File: config.mk
export PLATFORM = sky130hd
export DESIGN_NAME = muldiv_unit
export DESIGN_NICKNAME = d
export VERILOG_FILES = /design/src/rtl/muldiv_unit.sv
export SDC_FILE = /design/constraint.sdc
export NUM_CORES = 1
export LEC_CHECK = 0
export ABC_AREA = 1
export ABC_CLOCK_PERIOD_IN_PS = 3260
export BUFFER_PORTS_ARGS = -buffer_cell sky130_fd_sc_hd__buf_2
export CAP_MARGIN = 5
export CELL_PAD_IN_SITES_DETAIL_PLACEMENT = 1
export CELL_PAD_IN_SITES_GLOBAL_PLACEMENT = 1
export CORE_UTILIZATION = 44
export DETAILED_ROUTE_END_ITERATION = 10
export GPL_TIMING_DRIVEN = 0
export PLACE_DENSITY = 0.83
export RECOVER_POWER = 50
export SYNTH_ARGS = -nofsm -noshare
export SYNTH_HDL_FRONTEND = slang
export SYNTH_SLANG_ARGS = --single-unit
File: constraint.sdc
create_clock -name clk -period 3.26 [get_ports clk]
set_clock_uncertainty 0.2 [all_clocks]
set_input_delay 0.326 -clock clk [delete_from_list [all_inputs] [get_ports clk]]
set_output_delay 0.326 -clock clk [all_outputs]
set_load 0.02 [all_outputs]
File: src/rtl/muldiv_unit.sv
// Iterative radix-2 multiply/divide unit: WIDTH calculation cycles on operand
// magnitudes, then a single fix-up cycle that applies the signs and registers the results.
module muldiv_unit #(
   parameter int WIDTH = 32,
   parameter int CNT_W = $clog2(WIDTH) + 1
) (
   input  logic             clk,
   input  logic             rst,
   input  logic             start,
   input  logic             mode,
   input  logic             sign,
   input  logic             annul,
   input  logic [WIDTH-1:0] a,
   input  logic [WIDTH-1:0] b,
   output logic             busy,
   output logic             done,
   output logic [WIDTH-1:0] hi,
   output logic [WIDTH-1:0] lo,
   output logic             div_by_zero
);

   localparam logic [WIDTH-1:0] ZERO     = {WIDTH{1'b0}};
   localparam logic [WIDTH-1:0] ONES     = {WIDTH{1'b1}};
   localparam logic [CNT_W-1:0] CNT_LAST = CNT_W'(WIDTH - 1);

   typedef enum logic [1:0] {IDLE = 2'd0, CALC = 2'd1, FIX = 2'd2} state_t;

   state_t             state_r, state_nxt_s;
   logic               load_s, step_s, finish_s;
   logic [CNT_W-1:0]   cnt_r;
   logic               mode_r, neg_q_r, neg_rem_r, b_zero_r;
   logic [WIDTH-1:0]   p_hi_r, p_lo_r, mag_b_r, a_orig_r;
   logic [WIDTH-1:0]   hi_r, lo_r;
   logic               done_r, dbz_r;

   logic [WIDTH:0]     mul_sum_s, div_shift_s;
   logic               div_ge_s;
   logic [WIDTH-1:0]   hi_nxt_s, lo_nxt_s, res_hi_s, res_lo_s;
   logic [2*WIDTH-1:0] prod_s;

   function automatic logic [WIDTH-1:0] magnitude(input logic [WIDTH-1:0] v, input logic s);
      return (s && v[WIDTH-1]) ? (ZERO - v) : v;
   endfunction

   // State register
   always_ff @(posedge clk or negedge rst) begin
      if (!rst) begin
         state_r <= IDLE;
      end else begin
         state_r <= state_nxt_s;
      end
   end

   // Next-state and datapath strobes; annul wins over every busy state
   always_comb begin
      state_nxt_s = state_r;
      load_s      = 1'b0;
      step_s      = 1'b0;
      finish_s    = 1'b0;
      case (state_r)
         IDLE: begin
            if (start && !annul) begin
               load_s      = 1'b1;
               state_nxt_s = CALC;
            end else begin
               state_nxt_s = IDLE;
            end
         end
         CALC: begin
            if (annul) begin
               state_nxt_s = IDLE;
            end else begin
               step_s      = 1'b1;
               state_nxt_s = (cnt_r == CNT_LAST) ? FIX : CALC;
            end
         end
         FIX: begin
            finish_s    = !annul;
            state_nxt_s = IDLE;
         end
         default: begin
            state_nxt_s = IDLE;
         end
      endcase
   end

   // One iteration step: p_hi holds partial product / remainder, p_lo holds multiplier / quotient
   always_comb begin
      mul_sum_s   = {1'b0, p_hi_r} + (p_lo_r[0] ? {1'b0, mag_b_r} : {1'b0, ZERO});
      div_shift_s = {p_hi_r, p_lo_r[WIDTH-1]};
      div_ge_s    = (div_shift_s >= {1'b0, mag_b_r});
      if (mode_r) begin
         hi_nxt_s = div_ge_s ? WIDTH'(div_shift_s - {1'b0, mag_b_r}) : div_shift_s[WIDTH-1:0];
         lo_nxt_s = {p_lo_r[WIDTH-2:0], div_ge_s};
      end else begin
         {hi_nxt_s, lo_nxt_s} = {mul_sum_s, p_lo_r[WIDTH-1:1]};
      end
   end

   // Sign correction of the raw magnitude result
   always_comb begin
      prod_s = {p_hi_r, p_lo_r};
      if (!mode_r) begin
         {res_hi_s, res_lo_s} = neg_q_r ? ({(2*WIDTH){1'b0}} - prod_s) : prod_s;
      end else if (b_zero_r) begin
         res_lo_s = ONES;
         res_hi_s = a_orig_r;
      end else begin
         res_lo_s = neg_q_r   ? (ZERO - p_lo_r) : p_lo_r;
         res_hi_s = neg_rem_r ? (ZERO - p_hi_r) : p_hi_r;
      end
   end

   // Operand latch, iteration registers and result registers
   always_ff @(posedge clk or negedge rst) begin
      if (!rst) begin
         cnt_r     <= {CNT_W{1'b0}};
         mode_r    <= 1'b0;
         neg_q_r   <= 1'b0;
         neg_rem_r <= 1'b0;
         b_zero_r  <= 1'b0;
         p_hi_r    <= ZERO;
         p_lo_r    <= ZERO;
         mag_b_r   <= ZERO;
         a_orig_r  <= ZERO;
         hi_r      <= ZERO;
         lo_r      <= ZERO;
         done_r    <= 1'b0;
         dbz_r     <= 1'b0;
      end else begin
         done_r <= finish_s;
         if (load_s) begin
            cnt_r     <= {CNT_W{1'b0}};
            mode_r    <= mode;
            neg_q_r   <= sign && (a[WIDTH-1] ^ b[WIDTH-1]);
            neg_rem_r <= sign && a[WIDTH-1];
            b_zero_r  <= (b == ZERO);
            p_hi_r    <= ZERO;
            p_lo_r    <= magnitude(a, sign);
            mag_b_r   <= magnitude(b, sign);
            a_orig_r  <= a;
         end else if (step_s) begin
            cnt_r  <= cnt_r + CNT_W'(1);
            p_hi_r <= hi_nxt_s;
            p_lo_r <= lo_nxt_s;
         end
         if (finish_s) begin
            hi_r  <= res_hi_s;
            lo_r  <= res_lo_s;
            dbz_r <= mode_r && b_zero_r;
         end
      end
   end

   assign busy        = (state_r != IDLE);
   assign done        = done_r;
   assign hi          = hi_r;
   assign lo          = lo_r;
   assign div_by_zero = dbz_r;

endmodule

==> impl_metrics.env <==
export IMPL_irDropWorstVdd_uv=497
export IMPL_violations="capacitance limit, slew limit"
export IMPL_maxSlewViolCount=94
export IMPL_insertion_delay_ns=0.60
export IMPL_worstPathCellList="inv_1, nand3_1, inv_1, clkbuf_1, clkbuf_1, nand3_1, nand2_1"
export IMPL_netlist_area_sq_um=19300
export IMPL_switching_share=0.559
export IMPL_hold_viol=0
export IMPL_clk_path_buf_depth=3
export IMPL_grt_max_degree=114
export IMPL_vias=24600
export IMPL_htree_levels=1
export IMPL_viasPerCell=6.08
export IMPL_combPwrFrac=0.586
export IMPL_drcViolationCount=0
export IMPL_cts_root_buf="clkbuf_16"
export IMPL_relSlewSlack=-0.558
export IMPL_grt_overflow=0
export IMPL_cp_buffers_inverters=4
export IMPL_avgSynthCellArea_sq_um=6.01
export IMPL_ys_flop_type="dfrtp_1"
export IMPL_coreArea_sq_um=43200
export IMPL_path_max_fanout=10
export IMPL_fin_crit_sh=0.998
export IMPL_drt_iter0_drc=2750
export IMPL_fill_cells=6073
export IMPL_gp_congestion=1.10
export IMPL_synth_cell_type_count=59
export IMPL_synth_cells=3212
export IMPL_ys_seq_area_frac=0.267
export IMPL_crit_family="buffers and inverters"
export IMPL_slowest_stage="clkbuf_1"
export IMPL_wl_mm=105
export IMPL_critical_path_arrival_ns=3.55
export IMPL_cts_sinks=206
export IMPL_async_reset_ff_frac=1.00
export IMPL_grt_use_total=0.465
export IMPL_dp_hpwl_mm=82.1
export IMPL_layout_min_cycle_time_ns=3.25
export IMPL_grt_pass1_vias=24600
export IMPL_cp_start_kind="flip-flop"
export IMPL_p_seq_frac=0.234
export IMPL_setup_violations_final=0
export IMPL_synth_nets=3353
export IMPL_area_growth_pct=15.7
export IMPL_fin_setup_tns_ns=0
export IMPL_p_clk_frac=0.181
export IMPL_synth_edf_count=0
export IMPL_cp_end_kind="flip-flop"
export IMPL_nets=3582
export IMPL_cp_required_ns=3.55
export IMPL_antenna_found_initial=3
export IMPL_die_w_um=212
export IMPL_clock_fmax_ghz=0.307
export IMPL_wl_per_cell_um=25.9
export IMPL_rows=76
export IMPL_p_leak_nw=11.7
export IMPL_start_util=0.447
export IMPL_crit_type="flip-flop to flip-flop"
export IMPL_io_buffers=136
export IMPL_power_density_nw_per_um2=809
export IMPL_cts_made_buffers=27
export IMPL_ant_nets=0
export IMPL_die_height_um=212
export IMPL_yosys_warnings=0
export IMPL_worstHoldPathType="primary input to flip-flop"
export IMPL_ys_ff_latch=206
export IMPL_intPower_mw=7.97
export IMPL_dp_cells=3934
export IMPL_die_area_sq_um=44700
export IMPL_power_switching_mw=10.1
export IMPL_pin_count=137
export IMPL_clk_pin_slew_ns=0.06
export IMPL_grt_pass1_wl_mm=154
export IMPL_status="finished with violations"
export IMPL_firstDrtPassIters=5
export IMPL_cts_tree="yes"
export IMPL_drv_cap=1
export IMPL_worst_pin_slew_ns=2.34
export IMPL_drive_gt1_frac=0.0719
export IMPL_fin_cells=4049
export IMPL_cp_slowest_stage_delay_ns=0.72
metrics by stage:
step	setup WS, ns	total power [mW]	utilization	hold slack (ns)	area, sq um
after global routing	-0.0153	18.9	0.518	0.0267	22300
after CTS	0.0411	17.4	0.518	0.00411	22300
after global placement	-1.97	13.7	0.480	0.243	20700
after floorplan	0.498	10.1	-	-0.170	19300
after detailed placement	-1.20	14.0	0.481	0.209	20800
final	0.00522	18.1	0.518	0.00120	22400
tightest hold or removal path, cell delays in order:
cell	delay (ns)
buf_2	0.12
inv_1	0.09
nor2_1	0.07
o21bai_1	0.15
power groups by stage:
stage / Clock [mW] / Combinational, mW / Sequential (mW)
finish: 3.27 / 10.6 / 4.22
global route: 3.34 / 11.4 / 4.18
CTS: 3.26 / 10.1 / 4.10
detailed placement: 0 / 9.89 / 4.14
global placement: 0 / 9.61 / 4.10
floorplan: 0 / 6.56 / 3.50
synth_stat cells, types with 30 or more instances:
| cell type | n | area, sq um |
|---|---|---|
| nor3_1 | 30 | 150 |
| dfrtp_1 | 206 | 5150 |
| inv_1 | 465 | 1750 |
| o21ai_0 | 185 | 926 |
| xor2_1 | 56 | 490 |
| a21oi_1 | 154 | 771 |
| clkbuf_1 | 71 | 267 |
| nand3_1 | 289 | 1450 |
| nand2_1 | 969 | 3640 |
| nand4_1 | 54 | 338 |
| ha_1 | 69 | 863 |
| nor2_1 | 349 | 1310 |
repair_timing:
action / 4_1_cts / 5_1_grt
gates resized for setup: 13 / 28
hold endpoints to repair: 168 / 0
hold buffers: 58 / 0
endpoints found under the setup margin: 20 / 25
pin swaps: 1 / 0
buffers inserted: 3 / 2
sequential cells by signal, indices dropped and copies added (netlist names), 2 cells and up:
name,cells
a_orig_r,32
cnt_r,6
hi,32
lo,32
p_hi_r,32
state_r,2
p_lo_r,32
mag_b_r,32
layout by cell type, fill, tap and decap left out, drive strengths merged, types with 54 or more instances in the layout:
master       instances
nor2               375
nand3              294
buf                111
dfrtp              206
ha                  69
xor2                56
dlygate4sd3         58
inv                482
nand2              976
o21ai              199
nand4               54
clkbuf             172
a21oi              157
layer usage:
| layer | track usage | wire length (um) |
|---|---|---|
| met1 | 0.648 | 43300 |
| met2 | 0.682 | 43200 |
| met3 | 0.109 | 13100 |
| met4 | 0.199 | 5100 |
| met5 | 0 | 13 |
cells by family (layout without fill, tap and decap cells):
group / Yosys count / count (layout) / share of synthesized area
AO/OA/AOI/OAI: 498 / 498 / 0.148
buffers and inverters: 587 / 836 / 0.117
adder cells (fa/ha/maj): 71 / 71 / 0.0468
flip-flops: 206 / 206 / 0.267
XOR/XNOR: 68 / 68 / 0.0308
other: 0 / 3 / 0
AND/OR/NAND/NOR: 1782 / 1782 / 0.391
path summary, 6_finish.rpt:
check                      slack (ns)  startpoint      endpoint  depth (start not counted)
setup reg to reg                0.005  state_r[0]        hi[13]                          7
setup / recovery                0.005  state_r[0]        hi[13]                          7
hold reg to reg                  0.28      hi[13]        hi[13]                          2
min in group asynchronous        0.78         rst   mag_b_r[24]                          2
max in group asynchronous        0.44         rst         hi[9]                          3
hold / removal                  0.001       a[27]  a_orig_r[27]                          4
area by class of cell:
type | count | area (sq um) | area share
Tap cell | 585 | 732 | 0.0327
Sequential cell | 206 | 5160 | 0.231
Clock inverter | 15 | 204 | 0.00912
Buffer | 107 | 465 | 0.0208
Timing Repair Buffer | 200 | 1250 | 0.0559
Clock buffer | 34 | 742 | 0.0332
Inverter | 480 | 1800 | 0.0806
Multi-Input combinational cell | 2419 | 12000 | 0.536
Antenna cell | 3 | 7.51 | 0.000336
No activity file was read; power rests on OpenSTA's default activity.
